--- src/rtl/ctrl_ext_ex_mem_pkg.sv ---
// mips_pkg: opcode/funct encodings, ALU codes and control encodings shared by decode and EX/MEM.
// Pure definitions plus the immediate-extension helper; no state, no handshake.
package mips_pkg;

  localparam logic [5:0] OP_RTYPE = 6'b000000;
  localparam logic [5:0] OP_J     = 6'b000010;
  localparam logic [5:0] OP_JAL   = 6'b000011;
  localparam logic [5:0] OP_BEQ   = 6'b000100;
  localparam logic [5:0] OP_BNE   = 6'b000101;
  localparam logic [5:0] OP_ADDI  = 6'b001000;
  localparam logic [5:0] OP_ADDIU = 6'b001001;
  localparam logic [5:0] OP_SLTI  = 6'b001010;
  localparam logic [5:0] OP_SLTIU = 6'b001011;
  localparam logic [5:0] OP_ANDI  = 6'b001100;
  localparam logic [5:0] OP_ORI   = 6'b001101;
  localparam logic [5:0] OP_XORI  = 6'b001110;
  localparam logic [5:0] OP_LUI   = 6'b001111;
  localparam logic [5:0] OP_LW    = 6'b100011;
  localparam logic [5:0] OP_SW    = 6'b101011;

  localparam logic [5:0] F_SLL  = 6'b000000;
  localparam logic [5:0] F_SRL  = 6'b000010;
  localparam logic [5:0] F_SRA  = 6'b000011;
  localparam logic [5:0] F_JR   = 6'b001000;
  localparam logic [5:0] F_ADD  = 6'b100000;
  localparam logic [5:0] F_ADDU = 6'b100001;
  localparam logic [5:0] F_SUB  = 6'b100010;
  localparam logic [5:0] F_SUBU = 6'b100011;
  localparam logic [5:0] F_AND  = 6'b100100;
  localparam logic [5:0] F_OR   = 6'b100101;
  localparam logic [5:0] F_XOR  = 6'b100110;
  localparam logic [5:0] F_NOR  = 6'b100111;
  localparam logic [5:0] F_SLT  = 6'b101010;
  localparam logic [5:0] F_SLTU = 6'b101011;

  localparam logic [4:0] ALU_ADD   = 5'd0;
  localparam logic [4:0] ALU_SUB   = 5'd1;
  localparam logic [4:0] ALU_AND   = 5'd2;
  localparam logic [4:0] ALU_OR    = 5'd3;
  localparam logic [4:0] ALU_XOR   = 5'd4;
  localparam logic [4:0] ALU_NOR   = 5'd5;
  localparam logic [4:0] ALU_SLT   = 5'd6;
  localparam logic [4:0] ALU_SLTU  = 5'd7;
  localparam logic [4:0] ALU_SLL   = 5'd8;
  localparam logic [4:0] ALU_SRL   = 5'd9;
  localparam logic [4:0] ALU_SRA   = 5'd10;
  localparam logic [4:0] ALU_PASSB = 5'd11;

  localparam logic [1:0] EXT_ZERO     = 2'b00;
  localparam logic [1:0] EXT_SIGN     = 2'b01;
  localparam logic [1:0] EXT_LUI      = 2'b10;
  localparam logic [1:0] EXT_ZERO_ALT = 2'b11;

  localparam logic [1:0] BR_NONE   = 2'b00;
  localparam logic [1:0] BR_BEQ    = 2'b01;
  localparam logic [1:0] BR_BNE    = 2'b10;
  localparam logic [1:0] BR_UNCOND = 2'b11;

  localparam logic [1:0] JMP_NONE = 2'b00;
  localparam logic [1:0] JMP_J    = 2'b01;
  localparam logic [1:0] JMP_JAL  = 2'b10;
  localparam logic [1:0] JMP_JR   = 2'b11;

  function automatic logic [31:0] ext_imm(input logic [1:0] op, input logic [15:0] imm);
    logic [31:0] r;
    case (op)
      EXT_SIGN:     r = {{16{imm[15]}}, imm};
      EXT_LUI:      r = {imm, 16'h0000};
      EXT_ZERO,
      EXT_ZERO_ALT: r = {16'h0000, imm};
      default:      r = {16'h0000, imm};
    endcase
    return r;
  endfunction

endpackage

--- src/rtl/ctrl_ext_ex_mem_if.sv ---
// EX/MEM bus: EX-stage results and memory-stage controls in, registered copies out.
// master drives *_IN/EX_MEM_WR (flush too when EXMEM_FLUSH_EN); slave is the register.
interface ctrl_ext_ex_mem_if;
  logic        EX_MEM_WR;
  logic [31:0] NPC_IN;
  logic [31:0] NPC_OUT;
  logic [31:0] ALU_C_IN;
  logic [31:0] ALU_C_OUT;
  logic [31:0] RT_DATA_IN;
  logic [31:0] RT_DATA_OUT;
  logic        ZERO_IN;
  logic        ZERO_OUT;
  logic [1:0]  jump_in;
  logic [1:0]  jump_out;
  logic [1:0]  Branch_IN;
  logic [1:0]  Branch_OUT;
  logic [4:0]  reg_rd_in;
  logic [4:0]  reg_rd_out;
  logic        MEMR_IN;
  logic        MEMR_OUT;
  logic        MEMW_IN;
  logic        MEMW_OUT;
  logic        REGW_IN;
  logic        REGW_OUT;
  logic        MEM2R_IN;
  logic        MEM2R_OUT;
`ifdef EXMEM_FLUSH_EN
  logic        flush;
`endif

  modport master (
    output EX_MEM_WR, NPC_IN, ALU_C_IN, RT_DATA_IN, ZERO_IN, jump_in, Branch_IN,
           reg_rd_in, MEMR_IN, MEMW_IN, REGW_IN, MEM2R_IN,
`ifdef EXMEM_FLUSH_EN
           flush,
`endif
    input  NPC_OUT, ALU_C_OUT, RT_DATA_OUT, ZERO_OUT, jump_out, Branch_OUT,
           reg_rd_out, MEMR_OUT, MEMW_OUT, REGW_OUT, MEM2R_OUT
  );

  modport slave (
    input  EX_MEM_WR, NPC_IN, ALU_C_IN, RT_DATA_IN, ZERO_IN, jump_in, Branch_IN,
           reg_rd_in, MEMR_IN, MEMW_IN, REGW_IN, MEM2R_IN,
`ifdef EXMEM_FLUSH_EN
           flush,
`endif
    output NPC_OUT, ALU_C_OUT, RT_DATA_OUT, ZERO_OUT, jump_out, Branch_OUT,
           reg_rd_out, MEMR_OUT, MEMW_OUT, REGW_OUT, MEM2R_OUT
  );
endinterface

--- src/rtl/ctrl_ext_ex_mem_exmem_stage_reg.sv ---
// exmem_stage_reg: EX/MEM pipeline register, 1-cycle latency, loads on EX_MEM_WR else holds.
// Sync active-high rst wins over everything; EXMEM_FLUSH_EN adds flush that zeroes control fields.
module exmem_stage_reg (
  input  logic clk,
  input  logic rst,
  ctrl_ext_ex_mem_if.slave bus
);

  always_ff @(posedge clk) begin
    if (rst) begin
      bus.NPC_OUT     <= '0;
      bus.ALU_C_OUT   <= '0;
      bus.RT_DATA_OUT <= '0;
      bus.ZERO_OUT    <= 1'b0;
      bus.reg_rd_out  <= '0;
    end else if (bus.EX_MEM_WR) begin
      bus.NPC_OUT     <= bus.NPC_IN;
      bus.ALU_C_OUT   <= bus.ALU_C_IN;
      bus.RT_DATA_OUT <= bus.RT_DATA_IN;
      bus.ZERO_OUT    <= bus.ZERO_IN;
      bus.reg_rd_out  <= bus.reg_rd_in;
    end
  end

  // Control fields kept separate so a flush can squash them without touching the data.
  always_ff @(posedge clk) begin
    if (rst) begin
      bus.jump_out   <= '0;
      bus.Branch_OUT <= '0;
      bus.MEMR_OUT   <= 1'b0;
      bus.MEMW_OUT   <= 1'b0;
      bus.REGW_OUT   <= 1'b0;
      bus.MEM2R_OUT  <= 1'b0;
`ifdef EXMEM_FLUSH_EN
    end else if (bus.flush) begin
      bus.jump_out   <= '0;
      bus.Branch_OUT <= '0;
      bus.MEMR_OUT   <= 1'b0;
      bus.MEMW_OUT   <= 1'b0;
      bus.REGW_OUT   <= 1'b0;
      bus.MEM2R_OUT  <= 1'b0;
`endif
    end else if (bus.EX_MEM_WR) begin
      bus.jump_out   <= bus.jump_in;
      bus.Branch_OUT <= bus.Branch_IN;
      bus.MEMR_OUT   <= bus.MEMR_IN;
      bus.MEMW_OUT   <= bus.MEMW_IN;
      bus.REGW_OUT   <= bus.REGW_IN;
      bus.MEM2R_OUT  <= bus.MEM2R_IN;
    end
  end

endmodule

--- src/rtl/ctrl_ext_ex_mem.sv ---
// ctrl_ext_ex_mem: combinational main decoder + immediate extender (zero latency) and EX/MEM register.
// Register has 1-cycle latency and holds when EX_MEM_WR=0; EXMEM_FLUSH_EN enables the flush input.
module ctrl_ext_ex_mem
  import mips_pkg::*;
(
  input  logic        clk,
  input  logic        rst,
  input  logic [5:0]  OpCode,
  input  logic [5:0]  Funct,
  input  logic [15:0] Imm16,
  output logic [1:0]  jump,
  output logic        RegDst,
  output logic [1:0]  Branch,
  output logic        MemR,
  output logic        Mem2R,
  output logic        MemW,
  output logic        RegW,
  output logic        Alusrc,
  output logic [1:0]  EXTOp,
  output logic [4:0]  Aluctrl,
  output logic [31:0] Imm32,
  ctrl_ext_ex_mem_if.slave exmem
);

  always_comb begin
    jump    = JMP_NONE;
    RegDst  = 1'b0;
    Branch  = BR_NONE;
    MemR    = 1'b0;
    Mem2R   = 1'b0;
    MemW    = 1'b0;
    RegW    = 1'b0;
    Alusrc  = 1'b0;
    EXTOp   = EXT_ZERO;
    Aluctrl = ALU_ADD;
    case (OpCode)
      OP_RTYPE: begin
        // Unrecognised funct must fall through as a full NOP, so RegW is set per entry.
        case (Funct)
          F_ADD, F_ADDU: begin RegW = 1'b1; Aluctrl = ALU_ADD;  end
          F_SUB, F_SUBU: begin RegW = 1'b1; Aluctrl = ALU_SUB;  end
          F_AND:         begin RegW = 1'b1; Aluctrl = ALU_AND;  end
          F_OR:          begin RegW = 1'b1; Aluctrl = ALU_OR;   end
          F_XOR:         begin RegW = 1'b1; Aluctrl = ALU_XOR;  end
          F_NOR:         begin RegW = 1'b1; Aluctrl = ALU_NOR;  end
          F_SLT:         begin RegW = 1'b1; Aluctrl = ALU_SLT;  end
          F_SLTU:        begin RegW = 1'b1; Aluctrl = ALU_SLTU; end
          F_SLL:         begin RegW = 1'b1; Aluctrl = ALU_SLL;  end
          F_SRL:         begin RegW = 1'b1; Aluctrl = ALU_SRL;  end
          F_SRA:         begin RegW = 1'b1; Aluctrl = ALU_SRA;  end
          F_JR:          jump = JMP_JR;
          default:       ;
        endcase
      end
      OP_ADDI, OP_ADDIU, OP_SLTI, OP_SLTIU,
      OP_ANDI, OP_ORI, OP_XORI, OP_LUI: begin
        Alusrc = 1'b1;
        RegDst = 1'b1;
        RegW   = 1'b1;
        case (OpCode)
          OP_ADDI, OP_ADDIU: begin Aluctrl = ALU_ADD;   EXTOp = EXT_SIGN; end
          OP_SLTI:           begin Aluctrl = ALU_SLT;   EXTOp = EXT_SIGN; end
          OP_SLTIU:          begin Aluctrl = ALU_SLTU;  EXTOp = EXT_SIGN; end
          OP_ANDI:           begin Aluctrl = ALU_AND;   EXTOp = EXT_ZERO; end
          OP_ORI:            begin Aluctrl = ALU_OR;    EXTOp = EXT_ZERO; end
          OP_XORI:           begin Aluctrl = ALU_XOR;   EXTOp = EXT_ZERO; end
          default:           begin Aluctrl = ALU_PASSB; EXTOp = EXT_LUI;  end
        endcase
      end
      OP_LW: begin
        MemR    = 1'b1;
        Mem2R   = 1'b1;
        RegW    = 1'b1;
        Alusrc  = 1'b1;
        RegDst  = 1'b1;
        EXTOp   = EXT_SIGN;
        Aluctrl = ALU_ADD;
      end
      OP_SW: begin
        MemW    = 1'b1;
        Alusrc  = 1'b1;
        EXTOp   = EXT_SIGN;
        Aluctrl = ALU_ADD;
      end
      OP_BEQ, OP_BNE: begin
        Branch  = (OpCode == OP_BEQ) ? BR_BEQ : BR_BNE;
        Aluctrl = ALU_SUB;
        EXTOp   = EXT_SIGN;
      end
      // jal's link write is handled elsewhere in the core, so RegW stays low here.
      OP_J, OP_JAL: begin
        Branch = BR_UNCOND;
        jump   = (OpCode == OP_J) ? JMP_J : JMP_JAL;
      end
      default: ;
    endcase
  end

  assign Imm32 = ext_imm(EXTOp, Imm16);

  exmem_stage_reg u_exmem (
    .clk (clk),
    .rst (rst),
    .bus (exmem)
  );

endmodule

--- src/flat_wrapper.sv ---
// flat-port wrapper written by rule: the top's interface ports become plain ports
module ctrl_ext_ex_mem_flat import mips_pkg::*;
  (clk, rst, OpCode, Funct, Imm16, jump, RegDst, Branch, MemR, Mem2R, MemW, RegW, Alusrc, EXTOp, Aluctrl, Imm32, exmem_EX_MEM_WR, exmem_NPC_IN, exmem_ALU_C_IN, exmem_RT_DATA_IN, exmem_ZERO_IN, exmem_jump_in, exmem_Branch_IN, exmem_reg_rd_in, exmem_MEMR_IN, exmem_MEMW_IN, exmem_REGW_IN, exmem_MEM2R_IN, exmem_NPC_OUT, exmem_ALU_C_OUT, exmem_RT_DATA_OUT, exmem_ZERO_OUT, exmem_jump_out, exmem_Branch_OUT, exmem_reg_rd_out, exmem_MEMR_OUT, exmem_MEMW_OUT, exmem_REGW_OUT, exmem_MEM2R_OUT);
  ctrl_ext_ex_mem_if exmem_i ();
  input  logic clk;
  input  logic rst;
  input  logic [5:0] OpCode;
  input  logic [5:0] Funct;
  input  logic [15:0] Imm16;
  output logic [1:0] jump;
  output logic RegDst;
  output logic [1:0] Branch;
  output logic MemR;
  output logic Mem2R;
  output logic MemW;
  output logic RegW;
  output logic Alusrc;
  output logic [1:0] EXTOp;
  output logic [4:0] Aluctrl;
  output logic [31:0] Imm32;
  input wire logic [$bits(exmem_i.EX_MEM_WR)-1:0] exmem_EX_MEM_WR;
  input wire logic [$bits(exmem_i.NPC_IN)-1:0] exmem_NPC_IN;
  input wire logic [$bits(exmem_i.ALU_C_IN)-1:0] exmem_ALU_C_IN;
  input wire logic [$bits(exmem_i.RT_DATA_IN)-1:0] exmem_RT_DATA_IN;
  input wire logic [$bits(exmem_i.ZERO_IN)-1:0] exmem_ZERO_IN;
  input wire logic [$bits(exmem_i.jump_in)-1:0] exmem_jump_in;
  input wire logic [$bits(exmem_i.Branch_IN)-1:0] exmem_Branch_IN;
  input wire logic [$bits(exmem_i.reg_rd_in)-1:0] exmem_reg_rd_in;
  input wire logic [$bits(exmem_i.MEMR_IN)-1:0] exmem_MEMR_IN;
  input wire logic [$bits(exmem_i.MEMW_IN)-1:0] exmem_MEMW_IN;
  input wire logic [$bits(exmem_i.REGW_IN)-1:0] exmem_REGW_IN;
  input wire logic [$bits(exmem_i.MEM2R_IN)-1:0] exmem_MEM2R_IN;
  output wire logic [$bits(exmem_i.NPC_OUT)-1:0] exmem_NPC_OUT;
  output wire logic [$bits(exmem_i.ALU_C_OUT)-1:0] exmem_ALU_C_OUT;
  output wire logic [$bits(exmem_i.RT_DATA_OUT)-1:0] exmem_RT_DATA_OUT;
  output wire logic [$bits(exmem_i.ZERO_OUT)-1:0] exmem_ZERO_OUT;
  output wire logic [$bits(exmem_i.jump_out)-1:0] exmem_jump_out;
  output wire logic [$bits(exmem_i.Branch_OUT)-1:0] exmem_Branch_OUT;
  output wire logic [$bits(exmem_i.reg_rd_out)-1:0] exmem_reg_rd_out;
  output wire logic [$bits(exmem_i.MEMR_OUT)-1:0] exmem_MEMR_OUT;
  output wire logic [$bits(exmem_i.MEMW_OUT)-1:0] exmem_MEMW_OUT;
  output wire logic [$bits(exmem_i.REGW_OUT)-1:0] exmem_REGW_OUT;
  output wire logic [$bits(exmem_i.MEM2R_OUT)-1:0] exmem_MEM2R_OUT;
  assign exmem_i.EX_MEM_WR = exmem_EX_MEM_WR;
  assign exmem_i.NPC_IN = exmem_NPC_IN;
  assign exmem_i.ALU_C_IN = exmem_ALU_C_IN;
  assign exmem_i.RT_DATA_IN = exmem_RT_DATA_IN;
  assign exmem_i.ZERO_IN = exmem_ZERO_IN;
  assign exmem_i.jump_in = exmem_jump_in;
  assign exmem_i.Branch_IN = exmem_Branch_IN;
  assign exmem_i.reg_rd_in = exmem_reg_rd_in;
  assign exmem_i.MEMR_IN = exmem_MEMR_IN;
  assign exmem_i.MEMW_IN = exmem_MEMW_IN;
  assign exmem_i.REGW_IN = exmem_REGW_IN;
  assign exmem_i.MEM2R_IN = exmem_MEM2R_IN;
  assign exmem_NPC_OUT = exmem_i.NPC_OUT;
  assign exmem_ALU_C_OUT = exmem_i.ALU_C_OUT;
  assign exmem_RT_DATA_OUT = exmem_i.RT_DATA_OUT;
  assign exmem_ZERO_OUT = exmem_i.ZERO_OUT;
  assign exmem_jump_out = exmem_i.jump_out;
  assign exmem_Branch_OUT = exmem_i.Branch_OUT;
  assign exmem_reg_rd_out = exmem_i.reg_rd_out;
  assign exmem_MEMR_OUT = exmem_i.MEMR_OUT;
  assign exmem_MEMW_OUT = exmem_i.MEMW_OUT;
  assign exmem_REGW_OUT = exmem_i.REGW_OUT;
  assign exmem_MEM2R_OUT = exmem_i.MEM2R_OUT;
  ctrl_ext_ex_mem u_core (.clk(clk), .rst(rst), .OpCode(OpCode), .Funct(Funct), .Imm16(Imm16), .jump(jump), .RegDst(RegDst), .Branch(Branch), .MemR(MemR), .Mem2R(Mem2R), .MemW(MemW), .RegW(RegW), .Alusrc(Alusrc), .EXTOp(EXTOp), .Aluctrl(Aluctrl), .Imm32(Imm32), .exmem(exmem_i));
endmodule
--- config.mk ---
export PLATFORM = sky130hd
export DESIGN_NAME = ctrl_ext_ex_mem_flat
export DESIGN_NICKNAME = d
export VERILOG_FILES = /design/src/rtl/ctrl_ext_ex_mem_pkg.sv /design/src/rtl/ctrl_ext_ex_mem_if.sv /design/src/rtl/ctrl_ext_ex_mem_exmem_stage_reg.sv /design/src/rtl/ctrl_ext_ex_mem.sv /design/src/flat_wrapper.sv
export SDC_FILE = /design/constraint.sdc
export NUM_CORES = 1
export LEC_CHECK = 0
export CAP_MARGIN = 10
export CORE_AREA = 2 2 116 118
export CTS_BUF_LIST = sky130_fd_sc_hd__clkbuf_8
export CTS_CLUSTER_DIAMETER = 30
export DETAILED_ROUTE_END_ITERATION = 7
export DIE_AREA = 0 0 118 120
export PLACE_DENSITY_LB_ADDON = 0.05
export REMOVE_ABC_BUFFERS = 1
export SYNTH_ARGS = -nofsm -noshare
export SYNTH_HDL_FRONTEND = slang
export SYNTH_SLANG_ARGS = --single-unit
--- constraint.sdc ---
create_clock -name clk -period 5 [get_ports clk]
set_input_delay 1 -clock clk [delete_from_list [all_inputs] [get_ports clk]]
set_output_delay 1 -clock clk [all_outputs]
set_load 0.02 [all_outputs]
# ---- Word level (Yosys, flattened, before mapping)
# Cells that the tools add are included.
dict set report classes {
  n_addsub 0
  mul 0
  div 0
  magnitude_cmp 0
  n_eq_ne 30
  n_shift 0
  mux 17
  bitwise_logic 0
  n_reduce_logical 15
}
# operator count
set op_table {}
lappend op_table {{32-bit one-hot mux with 3 select lines} 1}
lappend op_table {{6-bit == test, second input constant} 12}
lappend op_table {{6-bit by 4-bit == test with 1-bit output, second input constant} 9}
lappend op_table {{4-bit one-hot mux with 10 select lines} 1}
lappend op_table {{6-bit by 2-bit == test with 1-bit output, second input constant} 4}
lappend op_table {{4-bit one-hot mux with 6 select lines} 1}
lappend op_table {{2-bit one-hot mux with 2 select lines} 4}
lappend op_table {{5-bit one-hot mux with 3 select lines} 1}
lappend op_table {{13-bit OR reduction} 1}
lappend op_table {{6-bit by 3-bit == test with 1-bit output, second input constant} 2}
lappend op_table {{6-bit zero test} 2}
lappend op_table {{10-bit OR reduction} 1}
lappend op_table {{2-bit OR reduction} 5}
lappend op_table {{9-bit OR reduction} 1}
lappend op_table {{4-bit OR reduction} 2}
lappend op_table {{8-bit OR reduction} 1}
lappend op_table {{2-bit two-way mux} 3}
lappend op_table {{1-bit two-way mux} 5}
lappend op_table {{2-bit == test, second input constant} 2}
lappend op_table {{3-bit OR reduction} 1}
lappend op_table {{2-bit by 1-bit == test with 1-bit output, second input constant} 1}
lappend op_table {{2-bit zero test} 1}
lappend op_table {{1-bit one-hot mux with 2 select lines} 1}
dict set report totals {
  register_bits 110
  latch_bits 0
  ram_bits 0
  rom_bits 0
  in_bits 141
  out_inout_bits 159
  elab_cells 73
  mem_count 0
}

# ---- Depth between registers and ports, before layout
# Gate-level depths: netlist of the first run.
dict set report depth {
  ltp_word 7
  mapped_depth 10
  ltp_nobuf 7
}

# ---- Hierarchy
# From an unflattened synthesis of the first run, not the netlist that was laid out.
dict set report hier_totals {
  hier_cells 474
  area_unflattened_um2 4718.3
}
# mod n_inst cells_per_inst area_per_inst_um2 seq_area_each_um2
set by_module_without_submodules {}
lappend by_module_without_submodules {exmem_stage_reg 1 354 3996.3 2202.1}
lappend by_module_without_submodules {ctrl_ext_ex_mem 1 120 721.9 0.0}

# ---- Worst setup path after synthesis of the first run
# Ideal clock, no wire load.
dict set report synth_path {
  path_kind {input -> output}
  from {in OpCode[0]}
  to {out Imm32[16]}
  arrival_ns 2.974
  path_slack_ns 1.026
  path_stages 10
  n_path_buf 3
  cell_sequence {clkbuf_1 -> nand3_1 -> a21oi_1 -> a21oi_1 -> nor2_1 -> ha_1 -> and2_1 -> clkbuf_1 -> clkbuf_1 -> a21o_1}
}
dict set report synth_via {
  elab_chain_len 7
  elab_cells_between_ends 24
  classes_between {eq/ne (15); mux (3); reduce/logical (6)}
}
# element line_no
set synth_lines {}
lappend synth_lines {{from (decl)} flat_wrapper.sv:7} ;# input logic [5:0] OpCode;
lappend synth_lines {{6-bit by 4-bit == test with 1-bit output} {ctrl_ext_ex_mem.sv:36, ctrl_ext_ex_mem.sv:60}}
lappend synth_lines {{4-bit OR reduction (no line) or 3-bit OR reduction (tied branches)} n/a}
lappend synth_lines {{2-bit one-hot mux with 2 select lines} ctrl_ext_ex_mem.sv:60} ;# case (OpCode)
lappend synth_lines {{2-bit one-hot mux with 2 select lines (*)} ctrl_ext_ex_mem.sv:36} ;# case (OpCode)
lappend synth_lines {{named net EXTOp[0]} flat_wrapper.sv:18} ;# output logic [1:0] EXTOp;
lappend synth_lines {{2-bit == test or 2-bit zero test (tied branches)} ctrl_ext_ex_mem_pkg.sv:66} ;# case (op)
lappend synth_lines {{2-bit OR reduction} ctrl_ext_ex_mem_pkg.sv:66}
lappend synth_lines {{32-bit one-hot mux with 3 select lines (*)} ctrl_ext_ex_mem_pkg.sv:66}
lappend synth_lines {{to (decl)} flat_wrapper.sv:20} ;# output logic [31:0] Imm32;
# The timed path passes the listed nets; every way through them passes the cells marked *.

# ---- Final worst setup path of the first run
dict set report layout_path {
  from {in OpCode[5]}
  to {out Imm32[20]}
}
dict set report layout_via {
  elab_chain_len 7
  elab_cells_between_ends 24
  classes_between {eq/ne (15); mux (3); reduce/logical (6)}
}
# element line_no
set layout_lines {}
lappend layout_lines {{6-bit by 4-bit == test with 1-bit output} {ctrl_ext_ex_mem.sv:36, ctrl_ext_ex_mem.sv:60}}
lappend layout_lines {{4-bit OR reduction (no line) or 3-bit OR reduction (tied branches)} n/a}
lappend layout_lines {{2-bit one-hot mux with 2 select lines} ctrl_ext_ex_mem.sv:60}
lappend layout_lines {{2-bit one-hot mux with 2 select lines (*)} ctrl_ext_ex_mem.sv:36}
lappend layout_lines {{2-bit == test or 2-bit zero test (tied branches)} ctrl_ext_ex_mem_pkg.sv:66}
lappend layout_lines {{2-bit OR reduction} ctrl_ext_ex_mem_pkg.sv:66}
lappend layout_lines {{32-bit one-hot mux with 3 select lines (*)} ctrl_ext_ex_mem_pkg.sv:66}
# Every way passes the cells marked *; elsewhere a longest branch is shown, timed or not.

==> metrics.txt, run 1 <==
Util after Layout 59.77%; Peak VDD IR 0.1606 mV; GRT busiest layer met2; PwrDens 246.1 mW/mm2; die width 118 um; CTS tree done; Synth Area in Simple Gates 16.69%; post-synthesis sequential area ratio 48.81%; relative slew slack 24.75%; nets 892; FF+latch count, synth 110; maximum clock rate 0.2098 GHz; Worst Hold End u_core.u_exmem.bus.RT_DATA_OUT[11]; Area contributors post-synth dfxtp_1 49%, mux2i_1 24%, nor2_1 9.8%; Die Y 120 um; Final TNS setup 0 ps; CTS sink count 110; Sequential Power Share 50.0%; Hold Crit Class reg -> reg; Max-Cap Viols 0; met1 GRT Util 21.02%; RSZ-0062 raised after global routing false; H-tree Lvls 3; Hold Crit Start u_core.u_exmem.bus.RT_DATA_OUT[11]; Initial Util 34.76%; IO Pins 300; Root Driver clkbuf_8; Yosys top cell by area dfxtp_1; Clock power frac 23.5%; drt drc 0; P_int 1.375 mW; WP data arrival 3770 ps; min cycle time layout 4766 ps; most frequent cells after synthesis 118 x nor2_1, 110 x dfxtp_1, 110 x mux2i_1; router iterations before antenna repair 4; grt ovf 0; Worst Path Required 4000 ps; M3 GR Usage 8.650%; EDFF count, synth 0; CTS Buf Count 9; Setup CP Type in -> out; layout cells sized above 1 3.728%; Syn-to-layout area delta 71.96%; final WL 14560 um; met2 GRT Util 34.99%; XOR/XNOR Fraction of Synth Area 0.1941%; antenna cells 0; critical path startpoint category input port; Detail Placement HPWL 11180 um; post-synth cell types 36; Least-Margin Pin Slew 1129 ps; reg-to-reg endpoint u_core.u_exmem.bus.RT_DATA_OUT[6]; gp weighted congestion 0.9548; Clock Skew 0 ps; worst hold path depth 2; crit-path max FO 15; full die area 0.01416 mm2; largest net degree at the start of global routing 111; synthesized area 0.004512 mm2; Leak 3.334 nW; syn_area_per_cell 9.641 um2; Final Hold Viols 0; Worst-Skew Late Latency 370 ps; Hold Buf Count CTS 0; most frequent cell after synthesis nor2_1; Port Buffer Count 298; Sw Ratio 27.97%; asr flop ratio synth 0%; first-pass GRT wire length 22590 um; R2R Path Start u_core.u_exmem.bus.RT_DATA_OUT[6]; post-route antenna net violation count 0; max-slew violation count 0; largest family of logic cells by synthesized area multiplexers; R2R Setup Slk 4320 ps; Vias 4230; vias in the first global route 4246; R2R cell count 2; DR WL/cell 15.71 um; Yosys warnings 0; initial antenna violation count 0; post-synth top area share 48.81%; Core Area 0.01298 mm2; num rows 42; Sw Pwr 0.5341 mW; Most used DFF post-synth dfxtp_1; Reg clk slew, reported paths 90 ps; 1st-iter DRT viols 224; Compound-Gate Fraction of Synth Area 5.408%; Synth Instances 468; maximum clock path buffer count 2; multiplexer area fraction after synthesis 24.40%; adder-cell area share of the yosys netlist 0.5546%; setup violators final 0; Vias per Instance 4.563; Logic pwr share 26.5%; outcome complete, no violations; Worst setup EP type output port; final period utilization 95.32%; total track usage 20.33%
==> power groups by stage <==
stage          sequential (mW)  combinational, mW  clock (mW)
2_1_floorplan             1.04              0.126           0
3_3_place_gp             0.972              0.503           0
3_5_place_dp             0.974              0.509           0
4_1_cts                  0.955              0.511       0.477
5_1_grt                  0.961              0.539       0.508
6_report                 0.954              0.507       0.448
==> per-stage QoR <==
stage | power [mW] | std cells | hold slack [ps] | area, um2 | setup WS [ps]
floorplan | 1.163 | 432 | 578.8 | 4349 | 1381
global placement | 1.475 | 914 | 470.8 | 7611 | 46.69
detailed placement | 1.483 | 914 | 482.1 | 7611 | -83.45
CTS | 1.943 | 927 | 506.1 | 7756 | 17.50
global route | 2.009 | 927 | 530.2 | 7759 | 42.14
finish | 1.909 | 927 | 499.2 | 7759 | 233.8
==> layout by cell type, fill, tap and decap left out <==
cell,netlist,final
nand4_1,1,1
nor2_1,118,117
o21ai_0,3,3
a31oi_1,2,2
a21oi_1,8,8
nor2_4,1,1
nor2b_1,20,19
nor3_1,5,5
nor3b_1,1,1
buf_6,0,1
nand2_1,5,5
buf_4,3,9
clkbuf_8,0,9
o22ai_1,3,3
mux2i_1,110,110
a311oi_1,1,1
nor2_2,1,2
conb_1,1,1
dfxtp_1,110,110
o21ai_1,2,2
clkinv_2,0,3
clkdlybuf4s50_1,0,296
or4b_1,1,1
nand3_1,4,4
or4_4,1,1
o21a_1,2,2
or3b_1,1,1
xor2_1,1,1
nand2b_1,3,3
inv_1,3,4
nor3_2,1,1
a2111o_1,1,1
a21o_1,15,15
nor2b_2,0,1
ha_1,2,2
nor4_1,2,2
and2_1,2,2
or2_1,1,1
==> cell families after synthesis <==
group	count (synthesis)
other	1
and+or+nand+nor	168
DFF	110
AOI/OAI and AO/OA	37
xor gates and xnor gates	1
muxes	110
buffers and inverters	39
adders and majority gates	2
==> worst max path at each step <==
stage / from / end / slack (ps)
6_report: OpCode[5] / Imm32[20] / 230
4_1_cts: OpCode[5] / Imm32[14] / 20
5_1_grt: OpCode[5] / Imm32[20] / 40
2_1_floorplan: OpCode[5] / Imm32[0] / 1380
3_3_place_gp: OpCode[5] / Imm32[22] / 50
3_5_place_dp: OpCode[5] / Imm32[20] / -80
==> worst max-delay path, cell delays in order <==
cell	delay [ps]
clkdlybuf4s50_1	640
nand2b_1	170
a21oi_1	70
a21oi_1	180
nor2_1	80
ha_1	250
nor2b_2	530
a21o_1	220
clkdlybuf4s50_1	610
==> what timing repair did <==
action,in CTS,in global routing
resized for setup,1,1
setup endpoints to repair,15,16
setup buffers,0,0
==> area by class of cell <==
cell class / count / area (um2)
Clock buffer: 9 / 123.9
Clock inverter: 4 / 18.77
Fill cell: 1156 / 5221
Inverter: 3 / 11.26
Multi-Input combinational cell: 319 / 2141
Sequential cell: 110 / 2202
Tap cell: 176 / 220.2
Timing Repair Buffer: 306 / 3042
==> routing by layer <==
layer / vias to the layer above / wire (um)
met5: - / 0
met4: 0 / 521
met3: 31 / 1493
met2: 199 / 7139
met1: 1880 / 5405
li1: 2120 / -
==> registers in the layout, indices dropped and copies added (netlist names) <==
signal and cells:
u_core.u_exmem.bus.reg_rd_out 5, u_core.u_exmem.bus.REGW_OUT 1, u_core.u_exmem.bus.RT_DATA_OUT 32, u_core.u_exmem.bus.Branch_OUT 2
u_core.u_exmem.bus.MEMR_OUT 1, u_core.u_exmem.bus.ZERO_OUT 1, u_core.u_exmem.bus.ALU_C_OUT 32, u_core.u_exmem.bus.jump_out 2
u_core.u_exmem.bus.MEMW_OUT 1, u_core.u_exmem.bus.NPC_OUT 32, u_core.u_exmem.bus.MEM2R_OUT 1
Note: power is estimated with default switching activity, not from simulation.
==> run 2: changes to the inputs <==
--- a/config.mk
+++ b/config.mk
@@ -5,14 +5,13 @@
 export SDC_FILE = /design/constraint.sdc
 export NUM_CORES = 1
 export LEC_CHECK = 0
-export CAP_MARGIN = 10
+export CAP_MARGIN = 20
 export CORE_AREA = 2 2 116 118
 export CTS_BUF_LIST = sky130_fd_sc_hd__clkbuf_8
 export CTS_CLUSTER_DIAMETER = 30
 export DETAILED_ROUTE_END_ITERATION = 7
 export DIE_AREA = 0 0 118 120
 export PLACE_DENSITY_LB_ADDON = 0.05
-export REMOVE_ABC_BUFFERS = 1
 export SYNTH_ARGS = -nofsm -noshare
 export SYNTH_HDL_FRONTEND = slang
 export SYNTH_SLANG_ARGS = --single-unit
==> run 2 against run 1 <==
  * Clock-buffer cell count unchanged
  * Final area up 0.63%
  * First-iteration DRC count increased by 2.7%
  * Sequential share of layout area is 0.18 points lower
  * Sequential cell count stayed put
  * Cell count up 0.65%
  * Worst setup slack improved by 89 ps
  * Global-route usage hardly changed
  * Sequential power hardly changed
  * Largest power group unchanged
==> metrics.txt, run 2 (synthesis results as in run 1) <==
Leak 3.343 nW; router iterations before antenna repair 6; met1 GRT Util 21.13%; met2 GRT Util 37.14%; final std cell area, no fill 0.007807 mm2; Worst Hold End u_core.u_exmem.bus.Branch_OUT[1]; DR WL/cell 15.96 um; Sw Ratio 28.82%; Logic pwr share 26.2%; Setup CP Type in -> out; CP cell instances clkdlybuf4s50_1 > nand3_1 > a21oi_1 > a21oi_1 > or2_1 > ha_1 > nor2_2 > nor2b_1 > clkdlybuf4s50_1; initial antenna violation count 1; first-pass GRT wire length 22740 um; setup violators final 0; maximum clock rate 0.2138 GHz; max-slew violation count 0; grt ovf 0; Worst Path Required 4000 ps; CP peak stage delay 630 ps; post-synth net total 611; Max-Cap Viols 0; gp weighted congestion 0.9370; vias in the first global route 4406; Detail Placement HPWL 11470 um; post-route antenna net violation count 0; CTS sink count 110; Syn-to-layout area delta 73.04%; CTS Buf Count 9; nets 894; full die area 0.01416 mm2; Final Power 1.953 mW; register area 0.002202 mm2; Final Hold Viols 0; Worst path slowest cell clkdlybuf4s50_1; M3 GR Usage 6.939%; Vias per Instance 4.674; Reg clk slew, reported paths 90 ps; H-tree Lvls 3; multi-input logic area 0.002141 mm2; hold slack 498.2 ps; drt drc 0; final period utilization 93.54%; Worst setup EP type output port; CTS tree done; Root Driver clkbuf_8; Clock Skew 0 ps; Worst-Skew Late Latency 360 ps; DP Cell Count 916; worst hold path depth 2; crit-path max FO 16; IO Pins 300; final WL 14890 um; Hold Crit Start u_core.u_exmem.bus.Branch_OUT[1]; most common cell after layout, fill and taps aside clkdlybuf4s50_1; placed cell areas 0.007626 mm2; reg-to-reg endpoint u_core.u_exmem.bus.ALU_C_OUT[29]; outcome complete, no violations; Finished Layout Cells 933; relative slew slack 24.15%; total track usage 20.36%; fillers 1213; final setup margin 322.9 ps; Die Y 120 um; num rows 42; min cycle time layout 4677 ps; Post-Place Setup Slack 16.42 ps; R2R cell count 2; commonest cells after routing, fill and taps aside 296 x clkdlybuf4s50_1, 117 x nor2_1, 110 x mux2i_1, 110 x dfxtp_1, 19 x nor2b_1; Final TNS setup 0 ps; Least-Margin Pin Slew 1138 ps; die width 118 um; Vias 4361; Core Area 0.01298 mm2; 1st-iter DRT viols 230; R2R Path Start u_core.u_exmem.bus.ALU_C_OUT[29]; Hold Crit Class reg -> reg; Clock power frac 24.9%; WP data arrival 3680 ps; Initial Util 34.76%; Sequential Power Share 48.9%; Port Buffer Count 298; Peak VDD IR 0.1651 mV; Sw Pwr 0.5629 mW; maximum clock path buffer count 2; Largest regs u_core.u_exmem.bus.ALU_C_OUT: 32 flops, u_core.u_exmem.bus.NPC_OUT: 32 flops, u_core.u_exmem.bus.RT_DATA_OUT: 32 flops; PwrDens 250.2 mW/mm2; R2R Setup Slk 4340 ps; largest net degree at the start of global routing 94; GRT busiest layer met2; critical path startpoint category input port; RSZ-0062 raised after global routing false; layout cells sized above 1 4.497%; P_int 1.390 mW; Util after Layout 60.15%
run 2: changes by cell type in the layout (fill, tap and decap cells not counted), sizes merged:
cell,previous run,this run
buf,10,12
clkinvlp,0,3
diode,0,1
run 2: power groups by stage:
stage	Clock, mW	Sequential (mW)	Combinational, mW
finish	0.486	0.955	0.512
global placement	0	0.972	0.507
global route	0.539	0.962	0.544
detailed placement	0	0.974	0.514
CTS	0.508	0.955	0.516
floorplan	0	1.04	0.163
run 2: metal layers:
layer	routed length (um)	part of all wire, %
met2	7645	51
met3	1309	8.8
met1	5474	37
met5	0	0
met4	459	3.1
run 2: cell type report:
type                            instances  share of cell area (%)
Clock inverter                          7                  0.6410
Tap cell                              176                   2.821
Antenna cell                            1                 0.03205
Multi-Input combinational cell        319                   27.42
Inverter                                3                  0.1442
Sequential cell                       110                   28.21
Timing Repair Buffer                  308                   39.15
Clock buffer                            9                   1.587
run 2: repair_timing:
item / CTS / global route
setup buffers: 0 / 0
endpoints found under the setup margin: 0 / 31
resized for setup: 0 / 2
hold buffers: 0 / 0
run 2: worst max path at each step:
stage,from,end,slack [ps],cells past startpoint
2_1_floorplan,OpCode[0],Imm32[16],1030,10
6_report,OpCode[1],Imm32[12],320,9
5_1_grt,OpCode[1],Imm32[4],170,9
3_3_place_gp,OpCode[5],Imm32[21],170,9
4_1_cts,OpCode[5],Imm32[16],20,9
3_5_place_dp,OpCode[5],Imm32[16],20,9
run 2: critical path: cells and delay by family:
family / cells / cell delay (ps)
simple gates: 4 / 920
fa+ha+maj: 1 / 310
compound gates: 2 / 240
buf+inv: 2 / 1190
